==> src/rtl/fetch_pkg.sv <==
// Shared types and widths for the instruction fetch stage.
//   fetch_state_e : fetch FSM states
//   fetch_entry_t : one prefetched instruction with its PC tag
package fetch_pkg;

    localparam int unsigned ADDR_W  = 12;
    localparam int unsigned INSTR_W = 16;

    typedef enum logic [1:0] {
        IDLE     = 2'd0,
        FETCH    = 2'd1,
        REDIRECT = 2'd2,
        FAULT    = 2'd3
    } fetch_state_e;

    typedef struct packed {
        logic [ADDR_W-1:0]  pc;
        logic [INSTR_W-1:0] instr;
    } fetch_entry_t;

endpackage

==> src/rtl/fetch_fifo.sv <==
// Synchronous prefetch FIFO of fetch_entry_t.
// Ports:
//   clk, rst_n        clock, synchronous active-low reset (clears storage too)
//   i_push, i_data    write an entry (accepted when not full, or when full with a pop)
//   i_pop             consume the head (ignored when empty)
//   i_flush           empty the FIFO; wins over push and pop
//   o_data            head entry
//   o_full, o_empty   occupancy flags
module fetch_fifo
    import fetch_pkg::*;
#(
    parameter int unsigned DEPTH = 2
) (
    input  logic         clk,
    input  logic         rst_n,
    input  logic         i_push,
    input  fetch_entry_t i_data,
    input  logic         i_pop,
    input  logic         i_flush,
    output fetch_entry_t o_data,
    output logic         o_full,
    output logic         o_empty
);

    localparam int unsigned IDX_W = (DEPTH > 1) ? $clog2(DEPTH) : 1;
    localparam int unsigned PTR_W = IDX_W + 1;

    fetch_entry_t           r_mem [DEPTH];
    logic [PTR_W-1:0]       r_wr_ptr;
    logic [PTR_W-1:0]       r_rd_ptr;
    logic                   w_do_push;
    logic                   w_do_pop;

    // Extra pointer bit distinguishes a wrapped (full) FIFO from an empty one.
    assign o_empty   = (r_wr_ptr == r_rd_ptr);
    assign o_full    = (r_wr_ptr[IDX_W] != r_rd_ptr[IDX_W]) &&
                       (r_wr_ptr[IDX_W-1:0] == r_rd_ptr[IDX_W-1:0]);
    assign w_do_pop  = i_pop && !o_empty;
    // When full, a same-cycle pop frees the head slot that the push overwrites.
    assign w_do_push = i_push && (!o_full || w_do_pop);
    assign o_data    = r_mem[r_rd_ptr[IDX_W-1:0]];

    // Pointer and storage update
    always_ff @(posedge clk) begin
        if (!rst_n) begin
            r_wr_ptr <= '0;
            r_rd_ptr <= '0;
            for (int i = 0; i < int'(DEPTH); i++) begin
                r_mem[i] <= '0;
            end
        end else if (i_flush) begin
            r_wr_ptr <= '0;
            r_rd_ptr <= '0;
        end else begin
            if (w_do_push) begin
                r_mem[r_wr_ptr[IDX_W-1:0]] <= i_data;
                r_wr_ptr <= r_wr_ptr + PTR_W'(1);
            end
            if (w_do_pop) begin
                r_rd_ptr <= r_rd_ptr + PTR_W'(1);
            end
        end
    end

endmodule

==> src/rtl/instr_fetch.sv <==
// Instruction fetch stage: owns the PC, reads the 16-bit instruction RAM,
// buffers {pc, instr} in a prefetch FIFO and hands it to decode over valid/ready.
// Widths ADDR_W / INSTR_W come from fetch_pkg.
// Ports:
//   clk, rst_n                     clock, synchronous active-low reset
//   run                            allow issuing new RAM reads
//   redirect_valid, redirect_pc    load a new PC and flush the FIFO
//   mem_address, mem_read_enable   RAM address (= pc) and read strobe
//   mem_data_out                   RAM read data, valid with the strobe
//   instr_valid, instr, instr_pc   FIFO head presented to decode
//   instr_ready                    decode accepts the head
//   fetch_fault                    sticky out-of-range redirect flag
module instr_fetch
    import fetch_pkg::*;
#(
    parameter int unsigned MEM_WORDS  = 2048,
    parameter int unsigned RESET_PC   = 0,
    parameter int unsigned FIFO_DEPTH = 2
) (
    input  logic               clk,
    input  logic               rst_n,
    input  logic               run,
    input  logic               redirect_valid,
    input  logic [ADDR_W-1:0]  redirect_pc,
    output logic [ADDR_W-1:0]  mem_address,
    output logic               mem_read_enable,
    input  logic [INSTR_W-1:0] mem_data_out,
    output logic               instr_valid,
    output logic [INSTR_W-1:0] instr,
    output logic [ADDR_W-1:0]  instr_pc,
    input  logic               instr_ready,
    output logic               fetch_fault
);

    fetch_state_e      r_state;
    fetch_state_e      w_state_next;
    logic [ADDR_W-1:0] r_pc;
    logic              r_fault;

    logic              w_redir_oor;
    logic              w_redir_take;
    logic              w_flush;
    logic              w_full;
    logic              w_empty;
    logic              w_space;
    logic              w_pop;
    fetch_entry_t      w_push_entry;
    fetch_entry_t      w_head;

    // Redirect classification: out-of-range faults from any state,
    // an in-range target is ignored once faulted.
    assign w_redir_oor  = redirect_valid && (32'(redirect_pc) >= MEM_WORDS);
    assign w_redir_take = redirect_valid && !w_redir_oor && (r_state != FAULT);
    assign w_flush      = w_redir_oor || w_redir_take;

    // Fetch rule: a slot is available if not full or the head leaves this edge.
    assign w_space         = !w_full || (instr_valid && instr_ready);
    assign mem_read_enable = (r_state == FETCH) && run && !redirect_valid && w_space;
    // A flush discards the head, so it is not delivered.
    assign w_pop           = instr_valid && instr_ready && !w_flush;

    assign w_push_entry.pc    = r_pc;
    assign w_push_entry.instr = mem_data_out;

    assign mem_address = r_pc;
    assign fetch_fault = r_fault;
    assign instr_valid = !w_empty;
    assign instr       = w_head.instr;
    assign instr_pc    = w_head.pc;

    // State register
    always_ff @(posedge clk) begin
        if (!rst_n) begin
            r_state <= IDLE;
        end else begin
            r_state <= w_state_next;
        end
    end

    // Next-state logic; redirects take priority over run
    always_comb begin
        w_state_next = r_state;
        if (w_redir_oor) begin
            w_state_next = FAULT;
        end else if (w_redir_take) begin
            w_state_next = REDIRECT;
        end else begin
            case (r_state)
                IDLE:     w_state_next = run ? FETCH : IDLE;
                FETCH:    w_state_next = run ? FETCH : IDLE;
                REDIRECT: w_state_next = run ? FETCH : IDLE;
                FAULT:    w_state_next = FAULT;
                default:  w_state_next = IDLE;
            endcase
        end
    end

    // PC: redirect load, otherwise advance (with wrap) on every issued read
    always_ff @(posedge clk) begin
        if (!rst_n) begin
            r_pc <= ADDR_W'(RESET_PC);
        end else if (w_redir_take) begin
            r_pc <= redirect_pc;
        end else if (mem_read_enable) begin
            r_pc <= (r_pc == ADDR_W'(MEM_WORDS - 1)) ? '0 : r_pc + ADDR_W'(1);
        end
    end

    // Sticky fault flag
    always_ff @(posedge clk) begin
        if (!rst_n) begin
            r_fault <= 1'b0;
        end else if (w_redir_oor) begin
            r_fault <= 1'b1;
        end
    end

    fetch_fifo #(
        .DEPTH (FIFO_DEPTH)
    ) u_fifo (
        .clk     (clk),
        .rst_n   (rst_n),
        .i_push  (mem_read_enable),
        .i_data  (w_push_entry),
        .i_pop   (w_pop),
        .i_flush (w_flush),
        .o_data  (w_head),
        .o_full  (w_full),
        .o_empty (w_empty)
    );

endmodule

==> config.mk <==
export PLATFORM = sky130hd
export DESIGN_NAME = instr_fetch
export DESIGN_NICKNAME = d
export VERILOG_FILES = /design/src/rtl/fetch_pkg.sv /design/src/rtl/fetch_fifo.sv /design/src/rtl/instr_fetch.sv
export SDC_FILE = /design/constraint.sdc
export NUM_CORES = 1
export LEC_CHECK = 0
export CAP_MARGIN = 20
export CORE_MARGIN = 2
export CORE_UTILIZATION = 50
export CTS_BUF_LIST = sky130_fd_sc_hd__clkbuf_8
export DETAILED_ROUTE_END_ITERATION = 10
export PLACE_DENSITY = 0.85
export SETUP_SLACK_MARGIN = 0.1
export SLEW_MARGIN = 20
export SYNTH_ARGS = -nofsm -noshare
export SYNTH_HDL_FRONTEND = slang
export SYNTH_SLANG_ARGS = --single-unit
==> constraint.sdc <==
create_clock -name clk -period 10.2 [get_ports clk]
set_input_delay 1.02 -clock clk [delete_from_list [all_inputs] [get_ports clk]]
set_output_delay 1.02 -clock clk [all_outputs]
set_load 0.005 [all_outputs]
# After elaboration in Yosys (flattened, before gate mapping)
# Memories as Yosys holds them, arrays and structs flattened. A register that Yosys moved wholly into a read port is not among the register bits.
# Cells that the tools add are included.
# classes
n_addsub	3
div_mod_pow	0
n_mul	0
bitwise	1
order_cmp	1
eq_ne	8
muxes	17
shift	0
reduce_logical	24
# op_table
cell	count
12-bit 2-to-1 mux	3
28-bit 2-to-1 mux	1
28-bit OR reduction	1
12-bit by 1-bit adder with 12-bit output, second input constant	1
12-bit by 11-bit == test with 1-bit output, second input constant	1
12-bit greater-or-equal comparator, second input constant	1
1-bit logical AND	11
1-bit 2-to-1 mux	10
1-bit zero test	5
2-bit by 1-bit adder with 2-bit output, second input constant	2
2-bit == test, second input constant	2
2-bit 2-to-1 mux	2
2-bit case mux with 2 select lines	1
1-bit logical OR	3
3-bit OR reduction	1
2-bit by 1-bit == test with 1-bit output, second input constant	1
2-bit == test	1
2-bit zero test	1
2-bit inequality test, second input constant	1
2-bit nonzero test	1
2-bit OR reduction	1
1-bit == test	1
1-bit inequality test	1
1-bit NOT	1
# totals
n_memories	1
word_cells	60
latchBits	0
mem_bits_rw	56
regBits	19
romBits	0
# memory_table
name	depth	width	read_ports	rd_clocked_by_memory_dff	wr	line	rtl
u_fifo.r_mem	2	28	1	1	2	fetch_fifo.sv:28	fetch_entry_t r_mem [DEPTH];

# Longest topological paths before layout
# logic_depth
depth_word	17
depth_mapped	7
ltp_nobuf	5

# Hierarchy
# A second synthesis with hierarchy kept.
# hier_totals
cells_unflattened	296
area_unflattened_um2	3656.0
# by_module_without_submodules
mod	cells_each	instances	area_each_um2
fetch_fifo	187	1	2811.4
instr_fetch	109	1	844.6

# Worst setup path before layout
# Ideal clock, no wire load.
# synth_timing
path_type	input port to flip-flop
startpoint	in redirect_valid
endpoint	mem u_fifo.r_mem[0][0] (netlist bit) (enable)
slack_ns	5.970
n_path_buf	2
t_required_ns	9.748
setup_ns	0.452
arrival_ns	3.778
path_stages	5
path_cell_list	and4bb_2 -> o31ai_4 -> buf_4 -> buf_2 -> o21ai_0
# synth_lines
element	line	rtl
from (decl)	instr_fetch.sv:23	input logic redirect_valid,
to (decl)	fetch_fifo.sv:28	

# Worst setup path in the final report
# layout_timing
startpoint	in instr_ready
endpoint	out mem_read_enable
# layout_between
elab_chain_cells	3
# layout_rtl
element	line	rtl
from (decl)	instr_fetch.sv:31	input logic instr_ready,
1-bit logical AND	instr_fetch.sv:57	assign w_space = !w_full || (instr_valid && instr_ready);
1-bit logical OR	instr_fetch.sv:57	
1-bit logical AND	instr_fetch.sv:58	assign mem_read_enable = (r_state == FETCH) && run && !redirect_valid && w_space;
to (decl)	instr_fetch.sv:26	output logic mem_read_enable,
# Every way passes these cells.

==> metrics <==
Gate Count Post-Synth=293; total grt overflow=0; most common cell after layout, fill and taps aside=clkdlybuf4s50_1; count of cell types in the netlist=50; WHS Endpoint=fetch_fault; crit path time final=4.04 ns; Worst R2R Start=u_fifo.r_wr_ptr[0]; Layout fillers=485; worst hold start=fetch_fault; Yosys reg bits=76; Crit Path Category=in2out; Util after Layout=0.679; worst-path maximum fanout=21; Syn Area/Cell=12.2 um2; Max VDD drop=0.0902 mV; asr flop ratio synth=0; setup TNS=0 ns; worst r2r path cells=5; htree depth=3; DR vias=2640; Final ANT Viol Nets=0; GRT Overall Usage=0.212; CP required=9.18 ns; gpl congestion=0.878; vias in the first global route=2669; placed instance count=453; Clock Sinks=76; crit path DAT=3.02 ns; syn_nets=327; CTS buffer count=9; total wire length=7720 um; Yosys top cell area share=0.470; setup violators final=0; FMAX=248 MHz; CTS tree=done; Root Buffer=clkbuf_8; antenna diode instance count=0; Syn-to-layout area delta=30.3%; Seq/Total Area, Yosys=0.582; pre-CTS setup slack=6.17 ns; Yosys Warn Count=0; Hold WS=0.490 ns; postcts setup bufs=0; Synth Cell Area=3580 um2; post-cts resize count=0; measured slew at the worst slew-check pin=0.865 ns; Setup crit end kind=output pin; hold_buf cts=0; Placeable Area=6870 um2; die height=88.6 um; hold crit path type=reg2reg; unrepaired setup endpoints after global routing=false; first-pass GRT wire length=12400 um; Clock transition at path regs=0.07 ns; DRC errors left=0; post-synth top area cell=edfxtp_1; Synth area leaders=edfxtp_1, dfxtp_1, and2_1; share of cells above drive strength 1=0.153; maximum clock path buffer count=2; I/O Buffers=75; row cnt=30; DRT Pass-1 Iters=4; Rel. slew slack=0.424; Post-synth top flop=edfxtp_1; largest net degree at the start of global routing=29; Layout Cells excl Fill=469; maximum capacitance violations=0; crit share post-route=0.396; Final #Nets=402; Power Density=149 nW/um2; DR WL/cell=16.5 um; Ports=76; r2r endpoint=u_fifo.r_mem[1][10]; Die Area=7850 um2; die width=88.6 um; Worst Clk Skew=0.00859 ns; most frequent cells in the layout=clkdlybuf4s50_1, edfxtp_1, and2_1, mux2_2, dfxtp_1; R2R Setup Slk=7.76 ns; number of vias per cell=5.63; latest clock arrival within the worst-skew pair=0.35 ns; leak pwr=0.00166 uW; HPWL Detailed=5180 um; number of synthesized flops with an enable pin=56; crit path setup slack, layout=6.16 ns; Starting Density=0.521; status=finished, final reports clean; Worst Hold Depth=2; final slew viol count=0; crit path launch type=input port; drt first-iter violations=121; initial antenna violation count=0; Final Hold Fails=0
[cells in the mapped netlist (2+ instances only)]
master / instances
nor4_1: 6
xor2_1: 2
a32o_1: 3
dfxtp_1: 20
a31oi_1: 4
nand3_1: 8
clkbuf_1: 11
edfxtp_1: 56
and3_1: 3
mux2_2: 29
a21o_1: 2
nand2_1: 11
xnor2_1: 4
buf_4: 2
a21oi_1: 6
nor2_1: 10
o31ai_1: 3
buf_1: 2
inv_1: 5
and2_1: 53
nor3_2: 2
mux2i_1: 2
or3_1: 4
or4_1: 2
o21ai_0: 13
nor3_1: 3
nand4_1: 4
[cell type report]
type / count / area [um2] / area share
sequential: 76 / 2080 / 0.446
multi-input combinational: 195 / 1410 / 0.303
timing repair buffer: 80 / 788 / 0.169
clock buffer: 9 / 124 / 0.0266
tap: 96 / 120 / 0.0258
clock inverter: 7 / 115 / 0.0247
inverter: 6 / 22.5 / 0.00483
[stage by stage]
| step | instance area [um2] | total power [uW] |
|---|---|---|
| after floorplan | 3580 | 386 |
| after detailed placement | 4430 | 428 |
| final | 4660 | 693 |
| after CTS | 4660 | 696 |
| after global routing | 4660 | 715 |
| after global placement | 4430 | 426 |
[layer usage]
metal	track usage	wire (um)	vias to the layer above
met5	0	0	-
li1	-	-	1238
met1	0.252	3110	1273
met2	0.368	3930	116
met3	0.0550	528	13
met4	0.0813	152	0
[worst max-delay path, cell delays in order]
cell and delay [ns]:
clkdlybuf4s50_1 0.51, o31ai_4 0.81, inv_2 0.17, clkdlybuf4s50_1 0.50
[registers in the layout, indices dropped and copies added, names as in the netlist, named ones only]
register / flops
mem_address: 12
r_state: 2
fetch_fault: 1
u_fifo.r_mem: 56
u_fifo.r_rd_ptr: 2
u_fifo.r_wr_ptr: 2
[kinds of logic after synthesis]
family / count (synthesis) / synth area share
AND/OR/NAND/NOR: 111 / 0.182
flip-flops: 76 / 0.582
AO/OA/AOI/OAI: 44 / 0.0867
multiplexers: 31 / 0.0969
buffers and inverters: 22 / 0.0255
XOR/XNOR: 8 / 0.0238
adder cells (fa/ha/maj): 1 / 0.00350
[where the power goes]
| group | internal, uW | switching, uW | total [uW] |
|---|---|---|---|
| logic | 38.8 | 26.6 | 65.5 |
| registers | 345 | 10.7 | 355 |
| clock network | 162 | 111 | 272 |
| total | 545 | 148 | 693 |
[worst max path at each step]
stage | cells past startpoint | endpoint | startpoint
final | 4 | mem_read_enable | instr_ready
after global routing | 4 | mem_read_enable | instr_ready
after CTS | 4 | mem_read_enable | instr_ready
after detailed placement | 4 | mem_read_enable | instr_ready
after global placement | 4 | mem_read_enable | instr_ready
after floorplan | 5 | u_fifo.r_mem[0][0] | redirect_valid
No activity file was read; power rests on OpenSTA's default activity.
